**src/rtl/instr_queue.sv**
```systemverilog
// -----------------------------------------------------------------------------
// instr_queue
//
// Instruction queue for the multicycle CPU fetch path. It replaces the single
// hold-register IR with a DEPTH-entry FIFO. Instruction memory is the producer
// and the control/decode stage is the consumer. The consumer always sees the
// oldest buffered instruction at the head.
//
// Handshake: a transfer happens on a rising edge of i_clk when the offering
// side's valid and the accepting side's ready are both 1 at that edge.
//   - Push side: i_valid & o_ready.
//   - Pop side:  o_valid & i_ready.
// Valid does not depend on ready on either side. A word that is offered and
// not accepted can be re-offered later. i_flush overrides both transfers in
// its cycle.
//
// Parameters:
//   WIDTH  instruction word width in bits (default 32)
//   DEPTH  number of entries; power of 2, >= 2 (default 4)
//   CW     occupancy count width, $clog2(DEPTH)+1 (derived)
//
// Ports:
//   i_clk    in   1      clock; all state updates on the rising edge
//   i_rst    in   1      asynchronous reset, active-high
//   i_valid  in   1      producer offers i_Instr this cycle
//   i_Instr  in   WIDTH  instruction word from memory
//   o_ready  out  1      queue can accept a word (not full)
//   o_valid  out  1      head entry is valid (not empty)
//   i_ready  in   1      consumer takes the head this cycle
//   o_Instr  out  WIDTH  head instruction; 0 when the queue is empty
//   i_flush  in   1      discard all buffered entries
//   o_count  out  CW     current occupancy, 0..DEPTH
// -----------------------------------------------------------------------------
module instr_queue #(
  parameter int WIDTH = 32,
  parameter int DEPTH = 4,
  localparam int CW = $clog2(DEPTH) + 1
) (
  input  logic             i_clk,
  input  logic             i_rst,
  input  logic             i_valid,
  input  logic [WIDTH-1:0] i_Instr,
  output logic             o_ready,
  output logic             o_valid,
  input  logic             i_ready,
  output logic [WIDTH-1:0] o_Instr,
  input  logic             i_flush,
  output logic [CW-1:0]    o_count
);

  // Address width of the storage array. Pointers carry one extra MSB so that
  // "full" and "empty" are told apart by the pointer difference alone.
  localparam int AW = CW - 1;
  localparam logic [CW-1:0] DEPTH_C = CW'(DEPTH);

  // Elaboration-time guard: the wrap-around pointer scheme needs a power of 2.
  if ((DEPTH < 2) || ((DEPTH & (DEPTH - 1)) != 0)) begin : g_bad_depth
    $error("instr_queue: DEPTH must be a power of 2 and at least 2");
  end

  // ---------------------------------------------------------------------------
  // State
  // ---------------------------------------------------------------------------
  logic [CW-1:0]    wr_ptr_q, wr_ptr_d;
  logic [CW-1:0]    rd_ptr_q, rd_ptr_d;
  logic [WIDTH-1:0] mem_q [DEPTH];
  logic [WIDTH-1:0] mem_d [DEPTH];

  // ---------------------------------------------------------------------------
  // Status derived from the registered pointers only
  // ---------------------------------------------------------------------------
  logic [CW-1:0] count;
  logic          full;
  logic          empty;

  // Modulo-2^CW subtraction gives the occupancy across pointer wrap.
  assign count = wr_ptr_q - rd_ptr_q;
  assign full  = (count == DEPTH_C);
  assign empty = (count == '0);

  // ---------------------------------------------------------------------------
  // Transfer qualification
  // ---------------------------------------------------------------------------
  // i_valid and i_ready are ANDed with known status bits, and those status
  // bits come only from registered state. An X on an idle handshake input
  // therefore cannot reach the pointers unless the matching side is able to
  // transfer. A flush drops any transfer offered in the same cycle.
  logic push;
  logic pop;

  assign push = i_valid & ~full  & ~i_flush;
  assign pop  = i_ready & ~empty & ~i_flush;

  // ---------------------------------------------------------------------------
  // Next-state logic
  // ---------------------------------------------------------------------------
  always_comb begin
    wr_ptr_d = wr_ptr_q;
    rd_ptr_d = rd_ptr_q;

    if (i_flush) begin
      // Collapse the read pointer onto the write pointer. The stored words
      // stay in the array but are no longer reachable.
      rd_ptr_d = wr_ptr_q;
    end else begin
      if (push) begin
        wr_ptr_d = wr_ptr_q + CW'(1);
      end
      if (pop) begin
        rd_ptr_d = rd_ptr_q + CW'(1);
      end
    end
  end

  always_comb begin
    for (int i = 0; i < DEPTH; i++) begin
      mem_d[i] = mem_q[i];
    end
    if (push) begin
      mem_d[wr_ptr_q[AW-1:0]] = i_Instr;
    end
  end

  // ---------------------------------------------------------------------------
  // Registers
  // ---------------------------------------------------------------------------
  // Reset clears only the pointers. That alone empties the queue and forces
  // o_Instr to 0, so the storage array is left without a reset.
  always_ff @(posedge i_clk or posedge i_rst) begin
    if (i_rst) begin
      wr_ptr_q <= '0;
      rd_ptr_q <= '0;
    end else begin
      wr_ptr_q <= wr_ptr_d;
      rd_ptr_q <= rd_ptr_d;
    end
  end

  always_ff @(posedge i_clk) begin
    for (int i = 0; i < DEPTH; i++) begin
      mem_q[i] <= mem_d[i];
    end
  end

  // ---------------------------------------------------------------------------
  // Outputs
  // ---------------------------------------------------------------------------
  // The head comes straight from registered storage and pointers. There is no
  // bypass from i_Instr, so a word pushed into an empty queue first appears in
  // the cycle after its push edge. The head is gated to 0 when the queue is
  // empty, so stale storage never shows.
  assign o_ready = ~full;
  assign o_valid = ~empty;
  assign o_count = count;
  assign o_Instr = empty ? '0 : mem_q[rd_ptr_q[AW-1:0]];

endmodule
```
**config.mk**
```make
export PLATFORM = sky130hd
export DESIGN_NAME = instr_queue
export DESIGN_NICKNAME = d
export VERILOG_FILES = /design/src/rtl/instr_queue.sv
export SDC_FILE = /design/constraint.sdc
export NUM_CORES = 1
export LEC_CHECK = 0
export ABC_AREA = 1
export ABC_CLOCK_PERIOD_IN_PS = 11030
export CELL_PAD_IN_SITES_DETAIL_PLACEMENT = 0
export CELL_PAD_IN_SITES_GLOBAL_PLACEMENT = 2
export CORE_MARGIN = 4
export CORE_UTILIZATION = 40
export CTS_BUF_LIST = sky130_fd_sc_hd__clkbuf_2 sky130_fd_sc_hd__clkbuf_4 sky130_fd_sc_hd__clkbuf_8
export CTS_CLUSTER_SIZE = 10
export DETAILED_ROUTE_END_ITERATION = 12
export PLACE_DENSITY_LB_ADDON = 0.08
export SLEW_MARGIN = 20
export SYNTH_ARGS = -nofsm -noshare
export SYNTH_HDL_FRONTEND = slang
export SYNTH_SLANG_ARGS = --single-unit
```
**constraint.sdc**
```tcl
create_clock -name i_clk -period 11.03 [get_ports i_clk]
set_clock_uncertainty 0.2 [all_clocks]
set_input_delay 2.206 -clock i_clk [delete_from_list [all_inputs] [get_ports i_clk]]
set_output_delay 2.206 -clock i_clk [all_outputs]
set_load 0.03 [all_outputs]
```
* After elaboration in Yosys (flattened, before gate mapping)
Memories as Yosys holds them, arrays and structs flattened.
Cells that the tools add are included.
** Word-level totals
- Flip-flop bits (word level) :: 6
- Latch bits :: 0
- Bits in writable memories :: 128
- ROM bits :: 0
- Input port bits :: 37
- Output and inout bits :: 37
- Memories kept :: 1
** Memory list
- mem_q :: depth 4, width 32, rd ports 5, clocked after memory_dff 0, wr ports 4, line 66 : logic [WIDTH-1:0] mem_q [DEPTH];
** Operators by class
- Add/sub/neg operators :: 3
- $mul :: 0
- Divide/modulo/power cells :: 0
- Order comparisons :: 2
- Eq/ne operators :: 1
- Shift operators :: 0
- Muxes and demuxes :: 7
- Bitwise gates (word level) :: 8
- Reduce and logical (&&, ||, !) cells :: 4
** Operators with widths (number)
- bitwise mux 128 bit :: 1
- two-way mux 128 bit :: 1
- demux 32 bit (select 2 bit) :: 1
- two-way mux 32 bit :: 2
- adder 3 x 1 -> 3 bit (second input constant) :: 2
- two-way mux 3 bit :: 2
- AND 1 bit :: 4
- equality test 3 bit (second input constant) :: 1
- greater-or-equal comparator 3 bit (second input constant) :: 1
- logical NOT 3 bit :: 1
- < comparator 3 x 1 -> 1 bit (second input constant) :: 1
- inverter 1 bit :: 3
- inverter 2 -> 3 bit :: 1
- subtractor 3 bit :: 1
- AND reduction 2 bit :: 1
- nonzero test 2 bit :: 1
- logical AND 1 bit :: 1

* Depth between registers and ports, before layout
- Depth in word-level cells :: 7
- Mapped depth :: 10

* Least setup slack after synthesis
Ideal clock, no wire load.
- Path type :: in2reg
- Start :: input port i_flush
- End :: memory mem_q[0][0] (enable)
- Arrival :: 3844 ps
- Required time :: 10409 ps
- Path slack :: 6565 ps
- Cell stages on the path :: 3
- Buffers on the path :: 0
- Cell sequence :: clkinv_1 > nand3_4 > nor2_1
** RTL lines
- from (decl) :: line 47 : input logic i_flush,
- to (decl) :: line 66

* Worst setup path in the final report
- Start :: register rd_ptr_q[0]
- End :: output port o_Instr[12]
** On the way
- Longest elaborated chain between the ends :: 3
** RTL lines
- from (decl) :: line 65 : logic [CW-1:0] rd_ptr_q, rd_ptr_d;
- from (signal assigned) :: line 135 : rd_ptr_q <= rd_ptr_d;
- subtractor 3 bit :: line 77 : assign count = wr_ptr_q - rd_ptr_q;
- logical NOT 3 bit :: line 79 : assign empty = (count == '0);
- two-way mux 32 bit * :: line 155 : assign o_Instr = empty ? '0 : mem_q[rd_ptr_q[AW-1:0]];
- to (decl) :: line 46 : output logic [WIDTH-1:0] o_Instr,
Mark *: on every way between the ends. The rest lies on a longest branch, timed or not.

==> impl_metrics.toml <==
[placed_design]
place.gp.congestion = 0.762
pre_cts_slack_ns = 5.65
portBuffers = 73
dp.final_hpwl_um = 6370

[cells_and_area]
drive_above_1_share = 0.0888
antenna_cells = 0
layout_commonest_cell = "edfxtp_1"
layout.nets = 596
area_delta_synth_final_pct = 22.1
mostFrequentLayoutCells = "128 x edfxtp_1, 96 x nor2_1, 75 x o21ai_0"

[power]
peakVddDrop_mv = 0.191
power.leakage_nw = 2.55
power.density_mw_per_mm2 = 318
total_power_mw = 2.19

[drt]
dr.pass1.iters = 4
drtIter0Drc = 217
wl_per_cell_um = 15.0
ant_nets = 0
drc = 0
vias = 3526
viasPerCell = 4.75
drt-total-wl_um = 11100

[min_path]
worstHoldPathCells = 2
hold_class = "reg2reg"
hp-start = "wr_ptr_q[1]"

[cts]
cts_buffers = 17
cts-root-buf = "clkbuf_8"
cts_setup_buffers = 0
cts_tree = "built"
ctsResizeCount = 0
clk_path_buf_depth = 2
clk_latency_ns = 0.43
clk_pin_slew_ns = 0.07
clock-sinks = 134
holdBufCountCts = 0
cts-htree-levels = 4

[floorplanning]
num_io_pins = 74
fp.coreArea_mm2 = 0.0138
dieArea_mm2 = 0.0160
die_w_um = 127
die_y_um = 127
num_rows = 43
initial_core_util = 0.406

[timing]
period_minus_slack_ns = 6.02
tightestPinTransition_ns = 0.809
finalMaxSlewViolations = 0
finalHoldViolCount = 0
finalSetupTns_ns = 0
grt_setup_unrepaired = "false"
setup_violations = 0
hold_ws_ns = 0.345
fin_ws_ns = 5.01
fmax_ghz = 0.166
period_share = 0.546
timing.slew.headroom = 0.460

[worst_setup_path]
cp_data_arrival_time_ns = 3.61
worstReg2RegStart = "rd_ptr_q[0]"
path_max_fanout = 64
cp-startpoint = "rd_ptr_q[0]"
start_kind = "register"
critPathCaptureType = "output pin"
cp_data_required_time_ns = 8.62
worst_r2r_path_depth = 8
criticalPathCategory = "reg2out"

[outcome]
outcome = "finished clean"

[synth]
synth_cell_types = 23
synth_nets = 521
synth_area_mm2 = 0.00562
synth_largest_area_cell = "edfxtp_1"
synth.avg_cell_area_um2 = 11.8
synth_seq_area_share = 0.711
yosysWarnings = 0
synth_top_area_share = 0.684
synth_area_leaders = "edfxtp_1 68%, nor2_1 6.7%, o21ai_0 6.7%"
synth_cells = 477
ys_seq_elements = 134

[run]
cap_violations = 0

[grt]
grt_use_total = 0.147
grt_max_degree = 67
first_global_vias = 3588
antenna_found_initial = 0
overflow = 0
grt_pass1_wl_um = 18100
-- power breakdown --
| part | switching (mW) | internal [mW] | leakage, nW | total (mW) |
|---|---|---|---|---|
| Combinational | 0.745 | 0.411 | 1.15 | 1.16 |
| Sequential | 0.0301 | 0.629 | 1.23 | 0.659 |
| Clock | 0.171 | 0.199 | 0.173 | 0.371 |
-- metrics by stage --
step	std cells	instance area, um^2	util
CTS	743	6860	0.496
global route	743	6860	0.496
global placement	713	6500	0.470
floorplan	477	5620	-
detailed placement	713	6500	0.470
finish	743	6860	0.496
-- flip-flops by register name (all words and copies together) (netlist names) --
signal,count
mem_q,128
rd_ptr_q,3
wr_ptr_q,3
-- critical path, stage by stage, from the launching register on --
cell             delay (ns)
dfrtp_2                0.59
buf_4                  0.51
clkinv_2               0.79
o21ai_0                0.39
o21ai_0                0.15
nand2_1                0.08
inv_1                  0.06
clkdlybuf4s50_1        0.59
-- area by class of cell --
class / instances / area [um^2]
fillers: 1251 / 6960
flip-flops and latches: 134 / 4000
multi-input cells: 273 / 1330
repair buffers: 79 / 776
clock buffers: 19 / 249
well taps: 180 / 225
inverters: 47 / 178
clock inverters: 11 / 111
-- cell families after synthesis --
logic type / share of synthesized area
buf+inv: 0.0583
flops: 0.711
fa+ha+maj: 0.0169
xor+xnor: 0.00312
compound gates: 0.0882
simple gates: 0.123
-- routing by layer --
| metal | vias to the layer above | part of all wire | track usage |
|---|---|---|---|
| li1 | 1767 | - | - |
| met1 | 1688 | 0.45 | 0.178 |
| met2 | 65 | 0.51 | 0.252 |
| met3 | 6 | 0.034 | 0.0438 |
| met4 | 0 | 0.0074 | 0.0517 |
| met5 | - | 0 | 0 |
-- cell usage after synthesis (all sizes together) --
master,count
buf,15
clkbuf,8
clkinv,1
dfrtp,6
edfxtp,128
fa,1
ha,6
inv,46
nand2,56
nand3,6
nand4,3
nor2,100
o21ai,99
xnor2,1
xor2,1
-- path summary, 6_finish.rpt --
check	endpoint	slack (ns)
hold reg to reg	wr_ptr_q[1]	0.34
setup reg to reg	mem_q[3][0]	7.87
min in group asynchronous	rd_ptr_q[1]	1.81
hold / removal	wr_ptr_q[1]	0.34
max in group asynchronous	rd_ptr_q[0]	8.59
setup / recovery	o_Instr[12]	5.01
No activity file was read; power rests on OpenSTA's default activity.
